`src/rtl/alu_core.sv`:
```
// alu_core: RV32IM integer ALU for the EX stage. Registered result, 1-cycle latency,
// one operation per cycle. Define ALU_DIV_EN to build DIV/DIVU/REM/REMU; without it
// those codes return 0 and no divider logic exists.
module alu_core #(
   parameter int XLEN = 32
) (
   input  logic            clk,
   input  logic            rst,        // asynchronous, active-low
   input  logic            in_valid,
   input  logic [XLEN-1:0] opa,
   input  logic [XLEN-1:0] opb,
   input  logic [4:0]      func,
   output logic [XLEN-1:0] result,
   output logic            out_valid
);

   typedef enum logic [4:0] {
      OP_ADD    = 5'h00,
      OP_SUB    = 5'h01,
      OP_SLT    = 5'h02,
      OP_SLTU   = 5'h03,
      OP_AND    = 5'h04,
      OP_OR     = 5'h05,
      OP_XOR    = 5'h06,
      OP_SLL    = 5'h07,
      OP_SRL    = 5'h08,
      OP_SRA    = 5'h09,
      OP_MUL    = 5'h0A,
      OP_MULH   = 5'h0B,
      OP_MULHSU = 5'h0C,
      OP_MULHU  = 5'h0D,
      OP_DIV    = 5'h0E,
      OP_DIVU   = 5'h0F,
      OP_REM    = 5'h10,
      OP_REMU   = 5'h11
   } alu_op_e;

   logic [4:0]        shamt;
   logic              mul_a_signed;
   logic              mul_b_signed;
   logic signed [63:0] mul_a;
   logic signed [63:0] mul_b;
   logic [63:0]       prod;
   logic [XLEN-1:0]   alu_out;

   assign shamt = opb[4:0];

   // One shared multiplier: operands are sign- or zero-extended per code so a single
   // signed product covers MUL/MULH/MULHSU/MULHU (low 64 bits are exact modulo 2^64).
   always_comb begin
      mul_a_signed = (func == OP_MULH) || (func == OP_MULHSU);
      mul_b_signed = (func == OP_MULH);
      mul_a = {{32{mul_a_signed & opa[31]}}, opa};
      mul_b = {{32{mul_b_signed & opb[31]}}, opb};
      prod  = mul_a * mul_b;
   end

`ifdef ALU_DIV_EN
   logic [XLEN-1:0] div_q;
   logic [XLEN-1:0] div_r;
   logic [XLEN-1:0] divu_q;
   logic [XLEN-1:0] divu_r;
   logic            div_ovf;

   // Single-cycle divide with the RV32M special cases resolved before the divider.
   always_comb begin
      div_ovf = (opa == 32'h8000_0000) && (opb == 32'hFFFF_FFFF);
      div_q   = '1;
      div_r   = opa;
      divu_q  = '1;
      divu_r  = opa;
      if (opb != '0) begin
         divu_q = opa / opb;
         divu_r = opa % opb;
         if (div_ovf) begin
            div_q = 32'h8000_0000;
            div_r = '0;
         end else begin
            div_q = $signed(opa) / $signed(opb);
            div_r = $signed(opa) % $signed(opb);
         end
      end
   end
`endif

   // Next-result selection by function code.
   always_comb begin
      // NOTE: default first so every path assigns alu_out and no latch is inferred.
      alu_out = '0;
      case (func)
         OP_ADD:    alu_out = opa + opb;
         OP_SUB:    alu_out = opa - opb;
         OP_SLT:    alu_out = {31'b0, $signed(opa) < $signed(opb)};
         OP_SLTU:   alu_out = {31'b0, opa < opb};
         OP_AND:    alu_out = opa & opb;
         OP_OR:     alu_out = opa | opb;
         OP_XOR:    alu_out = opa ^ opb;
         OP_SLL:    alu_out = opa << shamt;
         OP_SRL:    alu_out = opa >> shamt;
         OP_SRA:    alu_out = $signed(opa) >>> shamt;
         OP_MUL:    alu_out = prod[31:0];
         OP_MULH,
         OP_MULHSU,
         OP_MULHU:  alu_out = prod[63:32];
`ifdef ALU_DIV_EN
         OP_DIV:    alu_out = div_q;
         OP_DIVU:   alu_out = divu_q;
         OP_REM:    alu_out = div_r;
         OP_REMU:   alu_out = divu_r;
`endif
         default:   alu_out = '0;
      endcase
   end

   // Output register: valid always follows in_valid, result only loads on valid.
   always_ff @(posedge clk or negedge rst) begin
      if (!rst) begin
         result    <= '0;
         out_valid <= 1'b0;
      end else begin
         // NOTE: non-blocking assignments here so all flops update from pre-edge values.
         out_valid <= in_valid;
         if (in_valid) result <= alu_out;
      end
   end

endmodule

```
`config.mk`:
```
export PLATFORM = sky130hd
export DESIGN_NAME = alu_core
export DESIGN_NICKNAME = d
export VERILOG_FILES = /design/src/rtl/alu_core.sv
export SDC_FILE = /design/constraint.sdc
export NUM_CORES = 2
export LEC_CHECK = 0
export CORE_MARGIN = 2
export CORE_UTILIZATION = 40
export DETAILED_ROUTE_END_ITERATION = 8
export PLACE_DENSITY = 0.58
export SYNTH_ARGS = -nofsm -noshare
export SYNTH_HDL_FRONTEND = slang
export SYNTH_SLANG_ARGS = --single-unit
export TNS_END_PERCENT = 20
```
`constraint.sdc`:
```
create_clock -name clk -period 1.9 [get_ports clk]
set_input_delay 0.38 -clock clk [delete_from_list [all_inputs] [get_ports clk]]
set_output_delay 0.38 -clock clk [all_outputs]
set_load 0.05 [all_outputs]
```
==> results.json <==
{
  "drcViolationCount": 0,
  "synthTopCellsByArea": "fa_1 48%, inv_1 10%, ha_1 8.2%, nand2_1 7.0%, nor2_1 3.9%",
  "holdWs_ns": 0.4934,
  "path_max_fanout": 4,
  "cts_tree": "yes",
  "rows": 125,
  "slew_headroom": 0.4760,
  "cap_viol_max_count": 0,
  "syn_avg_cell_area_um2": 8.430,
  "syn_nets": 7083,
  "num_io_pins": 105,
  "clock_latency_ns": 0.29,
  "synth_top_area_share": 0.4801,
  "via_count": 43480,
  "violations": "setup timing",
  "place.gp.congestion": 1.012,
  "clock_sinks": 33,
  "fin_crit_ns": 7.974,
  "cts_buffers": 5,
  "initial_utilization": 0.4039,
  "crit_required_ns": 2.06,
  "drtAntennaViolNets": 0,
  "wl_per_cell_um": 24.58,
  "die_h_um": 346.8,
  "vias_per_cell": 5.402,
  "place_ws_ns": -7.007,
  "hpwl_um": 172200,
  "worstMarginPinSlew_ns": 0.7860,
  "portBuffers": 104,
  "wl_um": 197900,
  "final_layout_size_suffix_gt1_frac": 0.2336,
  "die_x_um": 346.8,
  "clk_path_buf_depth": 2,
  "critPathSlowestCell": "fa_1",
  "synth-seq-area-share": 0.01757,
  "area_delta_synth_final_pct": 27.97,
  "period_share": 4.197,
  "yosysUniqueCellTypes": 91,
  "synth-xor-area-share": 0.01826,
  "synthCells": 5575,
  "fmax_mhz": 125.4,
  "clockRootBuffer": "clkbuf_16",
  "slew_viol_final": 0,
  "muxShareOfSynthArea": 0.03786,
  "track_usage": 0.3308,
  "synthAdderAreaFrac": 0.5624,
  "core_area_um2": 116400,
  "antenna_found_initial": 4,
  "grt_max_degree": 60,
  "die_area_um2": 120200,
  "min_path_type": "reg -> reg",
  "synth_compound_area_frac": 0.09428,
  "cp_common_cell": "fa_1",
  "reg2reg_slack_ns": 0.08,
  "startpoint_type": "input pin",
  "fin_nets": 8027,
  "synthArstFlopShare": 1.000,
  "grt_overflow": 0,
  "finalClockSkew_ns": 0,
  "crit_arrival_ns": 8.14,
  "rsz0062_at_grt": "true",
  "synth_edf_count": 0,
  "synth_top_family_by_area": "adder cells",
  "synth_area_um2": 47000,
  "ys_ff_latch": 33,
  "layout_setup_ws_ns": -6.074,
  "synth_simple_gate_area_frac": 0.1372,
  "drt_iter0_markers": 3851,
  "setup_viol": 32,
  "grt_pass1_vias": 45470,
  "hold_violations": 0,
  "ys.flop_type": "dfrtp_1",
  "grt_pass1_wl_um": 295600,
  "yosys_warnings": 0,
  "cpPeakStageDelay_ns": 0.55,
  "outcome": "finished with violations",
  "htreeDepth": 2,
  "crit_path_end_kind": "flop",
  "yosysTopAreaCell": "fa_1",
  "critical_path_class": "in -> reg",
  "cts_hold_buf": 0,
  "cts.clk_slew.worst_paths_ns": 0.07,
  "drt_pass1_iterations": 6
}
==> worst paths after layout <==
| check | end | start | cells past startpoint |
|---|---|---|---|
| setup reg to reg | result[31] | result[31] | 6 |
| max in group asynchronous | result[27] | rst | 2 |
| setup / recovery | result[27] | func[1] | 35 |
| min in group asynchronous | out_valid | rst | 2 |
| hold / removal | result[1] | result[1] | 1 |
| hold reg to reg | result[1] | result[1] | 1 |
==> flip-flops by register name, indices dropped and copies added (netlist names) <==
register	cells
out_valid	1
result	32
==> cell usage after synthesis (all sizes together) (46+ instances only) <==
master,count
a21o,52
a21oi,168
buf,120
clkbuf,217
fa,1127
ha,309
inv,1283
mux2i,63
mux4,46
nand2,874
nor2,492
nor3,54
o21ai,141
xnor2,71
==> routing by layer <==
layer / vias up / GRT usage / routed length, µm
met4: 4 / 0.1458 / 11190
li1: 18760 / - / -
met2: 1924 / 0.5414 / 92490
met3: 406 / 0.04168 / 15220
met1: 22390 / 0.4409 / 78930
met5: - / 0 / 22
==> logic make-up (layout without fill, tap and decap cells) <==
family                     after synthesis  after routing
AOI/OAI and AO/OA                      659            659
and+or+nand+nor                       1590           1590
DFF                                     33             33
adders and majority gates             1436           1436
muxes                                  119            119
other                                    0              5
buffers and inverters                 1640           2585
xor gates and xnor gates                98             98
==> timing repair <==
| action | 4_1_cts | 5_1_grt |
|---|---|---|
| resized for setup | 168 | 121 |
| setup endpoints to repair | 32 | 32 |
| buffers inserted | 34 | 15 |
| pin swaps | 96 | 93 |
| cloned | 1 | 1 |
==> critical path, delay by kind of cell <==
kind | cells | cell delay (ns)
adders and majority gates | 9 | 4.32
AOI/OAI and AO/OA | 9 | 1.30
buffers and inverters | 12 | 1.12
and+or+nand+nor | 4 | 0.87
xor gates and xnor gates | 1 | 0.13
==> area by class of cell <==
cell class	count	area [µm²]
Multi-Input combinational cell	3902	41060
Clock buffer	5	125.1
Clock inverter	3	68.82
Inverter	1303	4922
Fill cell	11060	56220
Sequential cell	33	825.8
Tap cell	1524	1907
Antenna cell	5	12.51
Timing Repair Buffer	1274	11220
==> through the flow <==
step                setup TNS [ns]  cells    util  instance area [µm²]
global route               -194.63   8046  0.5168                60130
CTS                        -187.23   8029  0.5106                59420
global placement           -209.40   7988  0.5006                58250
finish                     -187.58   8049  0.5168                60140
detailed placement         -212.17   7988  0.5006                58250
floorplan                  -186.39   5575       -                47270
==> cells in the final DEF, fill, tap and decap left out, types with 37 or more instances in the layout <==
cell type  instances
nand3_1           37
fa_1            1095
mux2i_1           62
a21o_1            52
inv_1           1240
nor3_1            50
ha_1             278
mux4_2            46
nor2_1           481
buf_12           112
a21oi_1          150
o21ai_1           44
buf_4           1056
nand2_1          865
xnor2_1           62
o21ai_0           90
Power is not shown: default switching activity piles up to over one toggle a cycle in this logic, so the estimate is an artifact.
